[config.mk]
export PLATFORM = sky130hd
export DESIGN_NAME = pixel_burst_packer
export DESIGN_NICKNAME = d
export VERILOG_FILES = /design/src/rtl/pixel_burst_packer.sv
export SDC_FILE = /design/constraint.sdc
export NUM_CORES = 2
export LEC_CHECK = 0
export ABC_AREA = 1
export CORE_UTILIZATION = 46
export CTS_CLUSTER_SIZE = 40
export DETAILED_ROUTE_END_ITERATION = 10
export HOLD_SLACK_MARGIN = 0.06
export PLACE_DENSITY = 0.63
export SLEW_MARGIN = 40
export SYNTH_ARGS = -nofsm -noshare
export SYNTH_HDL_FRONTEND = slang
export SYNTH_SLANG_ARGS = --single-unit
[constraint.sdc]
create_clock -name clk -period 8.6 [get_ports clk]
set_clock_uncertainty 0.1 [all_clocks]
set_input_delay 2.15 -clock clk [delete_from_list [all_inputs] [get_ports clk]]
set_output_delay 2.15 -clock clk [all_outputs]
set_load 0.005 [all_outputs]
[src/rtl/pixel_burst_packer.sv]
// Packs RGB565 pixels four to a 64-bit word, queues them and writes them to a frame buffer as bursts.
// Define PIXEL_PACKER_DOUBLE_BUFFER_EN to alternate frames between BASE_ADDR0 and BASE_ADDR1.
module pixel_burst_packer #(
    parameter int unsigned BURST_LEN  = 16,
    parameter int unsigned FIFO_DEPTH = 32,
    parameter logic [31:0] BASE_ADDR0 = 32'h1000_0000,
    parameter logic [31:0] BASE_ADDR1 = 32'h1010_0000
) (
    input  logic        clk,
    input  logic        rst_n,
    input  logic [15:0] i_pixel_data,
    input  logic        i_pixel_valid,
    input  logic        i_frame_done,
    output logic        o_burst_req,
    output logic [31:0] o_burst_addr,
    output logic [6:0]  o_burst_len,
    input  logic        i_burst_ack,
    output logic [63:0] o_wdata,
    output logic        o_wvalid,
    input  logic        i_wready,
    output logic        o_wlast,
    output logic [31:0] o_frame_base,
    output logic        o_overflow,
    output logic [1:0]  dbg_state
);
    localparam int unsigned AW = $clog2(FIFO_DEPTH);
    localparam int unsigned CW = AW + 1;

    // Handshakes: a request is accepted on a cycle with o_burst_req and i_burst_ack both high;
    // a beat is transferred on a cycle with o_wvalid and i_wready both high. Neither side
    // may withdraw or change an offered request or beat until it is accepted.
    typedef enum logic [1:0] {IDLE, REQ, DATA, FLUSH} state_t;

    state_t          state, state_next;
    logic [1:0]      rst_sync;
    logic            rst_int_n;

    logic [1:0]      pix_cnt, cnt_next;
    logic [47:0]     pix_hold, hold_next;
    logic [63:0]     word_q, word_next;
    logic            word_vld, wvld_next;
    logic            mark_q, flush_pend, take_done, flush_ready;

    logic [63:0]     mem [FIFO_DEPTH];
    logic [AW-1:0]   wr_idx, rd_idx;
    logic [CW-1:0]   count, count_next, pre_cnt;
    logic            full, push, pop;

    logic [31:0]     wr_ptr, active_base, next_base;
    logic [6:0]      beat_cnt, len_sel;
    logic            load_req;

    // Reset asserts immediately and releases two clock edges after rst_n rises.
    always_ff @(posedge clk or negedge rst_n) begin
        if (!rst_n) rst_sync <= 2'b00;
        else        rst_sync <= {rst_sync[0], 1'b1};
    end
    assign rst_int_n = rst_sync[1];

    assign take_done = i_frame_done && !flush_pend;

    always_comb begin
        hold_next = pix_hold;
        cnt_next  = pix_cnt;
        word_next = word_q;
        wvld_next = 1'b0;
        if (i_pixel_valid) begin
            case (pix_cnt)
                2'd0: hold_next[15:0]  = i_pixel_data;
                2'd1: hold_next[31:16] = i_pixel_data;
                2'd2: hold_next[47:32] = i_pixel_data;
                default: begin
                    word_next = {i_pixel_data, pix_hold};
                    wvld_next = 1'b1;
                    hold_next = '0;
                end
            endcase
            cnt_next = pix_cnt + 2'd1;
        end
        // Unused pixel slots are always zero, so the partial word is already padded.
        if (take_done && cnt_next != 2'd0) begin
            word_next = {16'h0000, hold_next};
            wvld_next = 1'b1;
            hold_next = '0;
            cnt_next  = 2'd0;
        end
    end

    always_ff @(posedge clk or negedge rst_int_n) begin
        if (!rst_int_n) begin
            pix_cnt    <= 2'd0;
            pix_hold   <= '0;
            word_q     <= '0;
            word_vld   <= 1'b0;
            mark_q     <= 1'b0;
            flush_pend <= 1'b0;
            o_overflow <= 1'b0;
        end else begin
            pix_cnt  <= cnt_next;
            pix_hold <= hold_next;
            word_q   <= word_next;
            word_vld <= wvld_next;
            mark_q   <= take_done;
            if (state == FLUSH)  flush_pend <= 1'b0;
            else if (take_done)  flush_pend <= 1'b1;
            if (word_vld && full) o_overflow <= 1'b1;
        end
    end

    assign full       = (count == CW'(FIFO_DEPTH));
    assign push       = word_vld && !full;
    assign pop        = o_wvalid && i_wready;
    assign count_next = count + CW'(push) - CW'(pop);

    always_ff @(posedge clk) begin
        if (push) mem[wr_idx] <= word_q;
    end

    // pre_cnt counts the words still queued ahead of the flush point once the marker lands.
    always_ff @(posedge clk or negedge rst_int_n) begin
        if (!rst_int_n) begin
            wr_idx  <= '0;
            rd_idx  <= '0;
            count   <= '0;
            pre_cnt <= '0;
        end else begin
            if (push) wr_idx <= wr_idx + AW'(1);
            if (pop)  rd_idx <= rd_idx + AW'(1);
            count <= count_next;
            if (mark_q)                      pre_cnt <= count_next;
            else if (pop && pre_cnt != '0)   pre_cnt <= pre_cnt - CW'(1);
        end
    end

    assign flush_ready = flush_pend && !mark_q;

    always_comb begin
        state_next = state;
        load_req   = 1'b0;
        len_sel    = 7'(BURST_LEN);
        case (state)
            IDLE: begin
                if (flush_ready) begin
                    if (pre_cnt >= CW'(BURST_LEN)) begin
                        state_next = REQ;
                        load_req   = 1'b1;
                    end else if (pre_cnt != '0) begin
                        state_next = REQ;
                        load_req   = 1'b1;
                        len_sel    = 7'(pre_cnt);
                    end else begin
                        state_next = FLUSH;
                    end
                end else if (count >= CW'(BURST_LEN)) begin
                    state_next = REQ;
                    load_req   = 1'b1;
                end
            end
            REQ:     if (i_burst_ack) state_next = DATA;
            DATA:    if (pop && o_wlast) state_next = IDLE;
            FLUSH:   state_next = IDLE;
            default: state_next = IDLE;
        endcase
    end

`ifdef PIXEL_PACKER_DOUBLE_BUFFER_EN
    logic buf_sel;
    always_ff @(posedge clk or negedge rst_int_n) begin
        if (!rst_int_n)          buf_sel <= 1'b0;
        else if (state == FLUSH) buf_sel <= ~buf_sel;
    end
    assign active_base = buf_sel ? BASE_ADDR1 : BASE_ADDR0;
    assign next_base   = buf_sel ? BASE_ADDR0 : BASE_ADDR1;
`else
    logic unused_base1;
    assign unused_base1 = ^BASE_ADDR1;
    assign active_base  = BASE_ADDR0;
    assign next_base    = BASE_ADDR0;
`endif

    always_ff @(posedge clk or negedge rst_int_n) begin
        if (!rst_int_n) begin
            state        <= IDLE;
            o_burst_addr <= BASE_ADDR0;
            o_burst_len  <= 7'd0;
            wr_ptr       <= BASE_ADDR0;
            o_frame_base <= BASE_ADDR0;
            beat_cnt     <= 7'd0;
        end else begin
            state <= state_next;
            if (load_req) begin
                o_burst_addr <= wr_ptr;
                o_burst_len  <= len_sel;
            end
            if (state == REQ && i_burst_ack) wr_ptr <= wr_ptr + 32'({o_burst_len, 3'b000});
            if (state == REQ) beat_cnt <= 7'd0;
            else if (pop)     beat_cnt <= beat_cnt + 7'd1;
            if (state == FLUSH) begin
                o_frame_base <= active_base;
                wr_ptr       <= next_base;
            end
        end
    end

    assign o_burst_req = (state == REQ);
    assign o_wvalid    = (state == DATA) && (count != '0);
    assign o_wlast     = o_wvalid && (beat_cnt == o_burst_len - 7'd1);
    assign o_wdata     = o_wvalid ? mem[rd_idx] : 64'd0;
    assign dbg_state   = state;

endmodule
==> flow_metrics.env <==
export IMPL_outcome="finished with violations"
export IMPL_failed_checks="design-rule violations"
export IMPL_syn_avg_cell_area_um2=11.5
export IMPL_startpoint_type="flop"
export IMPL_reg2regPathDepth=9
export IMPL_rsz0062_at_grt="no"
export IMPL_cts_clk_slew_worst_paths_ps=70
export IMPL_cts_tree="done"
export IMPL_crit_family="buffers and inverters"
export IMPL_reg2reg_to="mem[0][51]"
export IMPL_max_clock_path_buffers=3
export IMPL_fmax_mhz=138
export IMPL_path_max_fanout=77
export IMPL_place_congestion=0.829
export IMPL_grt_overflow_total=0
export IMPL_cp_num_cells=10
export IMPL_via_per_inst=5.71
export IMPL_grt_pass1_vias=59600
export IMPL_cp_arrival_ps=5010
export IMPL_hold_buffers=0
export IMPL_drive_above_1_share_pct=6.75
export IMPL_max_slew_margin_pct=39.2
export IMPL_initialDrtViolationCount=7525
export IMPL_pwr_density_cell_mw_per_mm2=350
export IMPL_nets=8134
export IMPL_endpoint_kind="output pin"
export IMPL_endpoint="o_wdata[30]"
export IMPL_placed_area_mm2=0.0966
export IMPL_ant_nets=0
export IMPL_boundaryPins=163
export IMPL_wl_per_cell_um=24.7
export IMPL_max_cap_violations=0
export IMPL_die_area_mm2=0.204
export IMPL_rr_startpoint="count[2]"
export IMPL_via_count=62400
export IMPL_p_leak_nw=36.6
export IMPL_min_path_type="flop to async pin"
export IMPL_grtUsageTotal_pct=26.1
export IMPL_dp_hpwl_um=134000
export IMPL_report_final_setup_viol=0
export IMPL_tns_ps=0
export IMPL_rows=164
export IMPL_drc=16
export IMPL_syn_cell_area_mm2=0.0928
export IMPL_drt_total_wl_um=270000
export IMPL_layoutNonFillerInstCount=10900
export IMPL_port_buffers=126
export IMPL_post_cts_setup_buffers=0
export IMPL_drt_pass1_iter_count=9
export IMPL_cp_slowest_cell="dfrtp_4"
export IMPL_worst_slew_pin_slew_ps=911
export IMPL_cts_root_buf="clkbuf_16"
export IMPL_crit_buf_inv=3
export IMPL_synth_seq_cells=2263
export IMPL_crit_path_cell_trace="nand2_1, inv_8, buf_4, nand3_1, nand2_1, a21oi_1, nand2_1, nand2_1, nor2_1, clkdlybuf4s50_1"
export IMPL_hold_violations=0
export IMPL_netlist_instances=8073
export IMPL_clk_latency_ps=860
export IMPL_fp_dieH_um=451
export IMPL_start_util_pct=46.4
export IMPL_syn_to_final_growth_pct=11.7
export IMPL_core_mm2=0.200
export IMPL_criticalPathCategory="flop to output pin"
export IMPL_ys_warn_count=0
export IMPL_crit_top_cell="nand2_1"
export IMPL_h_tree_depth=4
export IMPL_yosysSeqAreaShare_pct=72.0
export IMPL_critPathLaunch="rd_idx[2]"
export IMPL_rrSetupSlack_ps=4360
export IMPL_ys_types=44
export IMPL_critPathMaxStageDelay_ps=960
export IMPL_cts_buffers=219
export IMPL_finalCritPeriodShare_pct=84.4
export IMPL_design_area_mm2=0.104
export IMPL_clkSinkCount=2263
export IMPL_antenna_found_initial=9
export IMPL_min_period_ps=7260
export IMPL_slew_viol_final=0
export IMPL_grt_max_degree=198
export IMPL_grt_pass1_wl_um=395000
export IMPL_cts_resized=0
export IMPL_crit_required_ps=6350
export IMPL_die_width_um=451
export IMPL_dp_cells=10500
export IMPL_peakVddDrop_mv=0.320
kinds of logic after synthesis:
kind of cell | count (synthesis) | synth area share [%]
AND/OR/NAND/NOR | 3649 | 15.6
flip-flops | 2263 | 72.0
AO/OA/AOI/OAI | 1387 | 7.90
buffers and inverters | 727 | 3.85
adder cells (fa/ha/maj) | 31 | 0.434
XOR/XNOR | 14 | 0.132
other | 2 | 0.00809
sequential cells by signal, summed over array words and instances (netlist names), 2 cells and up:
signal and flops:
rst_sync 2, beat_cnt 7, count 6, pix_cnt 2, o_burst_addr 29, rd_idx 5
mem 2048, pre_cnt 6, wr_ptr 29, wr_idx 5, pix_hold 48, word_q 64
dbg_state 2, o_burst_len 6
stage by stage:
| stage | hold slack [ps] | setup WS, ps | util (%) | power (mW) |
|---|---|---|---|---|
| 5_1_grt | 182 | 1220 | 51.8 | 38.0 |
| 3_5_place_dp | 171 | 2200 | 48.3 | 26.9 |
| 2_1_floorplan | 231 | 2070 | - | 22.7 |
| 4_1_cts | 170 | 1270 | 51.8 | 36.2 |
| 6_report | 162 | 1340 | 51.8 | 36.3 |
| 3_3_place_gp | 168 | 2080 | 48.1 | 26.6 |
metal layers:
metal / part of all wire [%] / global-route usage (%)
met1: 41 / 35.6
met2: 48 / 43.0
met3: 8.6 / 4.20
met4: 3.0 / 8.18
met5: 0.036 / 0
synth_stat cells:
cell type / number / area share [%]
clkbuf_1: 188 / 0.76
o211ai_1: 71 / 0.57
dfrtp_1: 213 / 5.7
inv_2: 8 / 0.032
conb_1: 2 / 0.0081
o21bai_1: 3 / 0.024
fa_1: 2 / 0.043
a21oi_1: 137 / 0.74
nand3_1: 560 / 3.0
xor2_1: 13 / 0.12
nor2_4: 1 / 0.012
o21ai_0: 890 / 4.8
dfstp_2: 2 / 0.057
o21ai_1: 152 / 0.82
a22oi_1: 21 / 0.17
buf_12: 2 / 0.043
nand4_1: 22 / 0.15
o31ai_1: 6 / 0.049
nor4_1: 2 / 0.013
buf_6: 31 / 0.38
o21a_1: 1 / 0.0081
nor3b_1: 2 / 0.016
buf_4: 93 / 0.75
buf_1: 51 / 0.21
and2_1: 1 / 0.0067
nor2_1: 1684 / 6.8
xnor2_1: 1 / 0.0094
nand2_2: 1 / 0.0067
a31oi_1: 17 / 0.11
o2111ai_1: 1 / 0.0094
nand2_1: 1350 / 5.5
inv_4: 1 / 0.0067
buf_8: 4 / 0.065
nand3b_1: 2 / 0.016
or2_2: 2 / 0.013
o22ai_1: 88 / 0.59
nor3_1: 16 / 0.086
edfxtp_1: 2048 / 66
ha_1: 29 / 0.39
inv_1: 199 / 0.80
nor2_2: 2 / 0.013
clkinv_1: 3 / 0.012
or2_1: 4 / 0.027
buf_2: 147 / 0.79
placed cells by master (no fill, tap or decap), drive strengths merged, types with 21 or more instances in the layout:
master            n
nand3           560
clkbuf          292
buf             140
clkinv           87
o211ai           71
o22ai            88
a21oi           137
nand2          1351
nand4            22
inv             214
a22oi            21
dfrtp           213
nor2           1687
o21ai          1042
conb             37
clkdlybuf4s50   126
ha               29
edfxtp         2048
worst min path at each step:
stage	start	end	slack, ps
after floorplan	rst_sync[0]	rst_sync[1]	230
after global placement	rst_sync[1]	wr_idx[0]	170
after detailed placement	rst_sync[1]	pre_cnt[4]	170
after CTS	rst_sync[1]	count[0]	170
after global routing	rst_sync[1]	count[0]	180
final	rst_sync[1]	count[0]	160
final cells by class:
class	count	area [µm²]
sequential	2263	67000
clock inverter	113	998
clock buffer	290	5950
multi-input combinational	5118	22800
fill	17000	96400
tap	2656	3320
antenna	1	2.50
timing repair buffer	268	2810
inverter	211	851
report_power, final:
part	leakage (nW)	switching (mW)	internal [mW]
Clock	3.40	4.10	5.35
Combinational	11.7	7.97	3.24
Sequential	21.5	1.51	14.1
No activity file was read; power rests on OpenSTA's default activity.
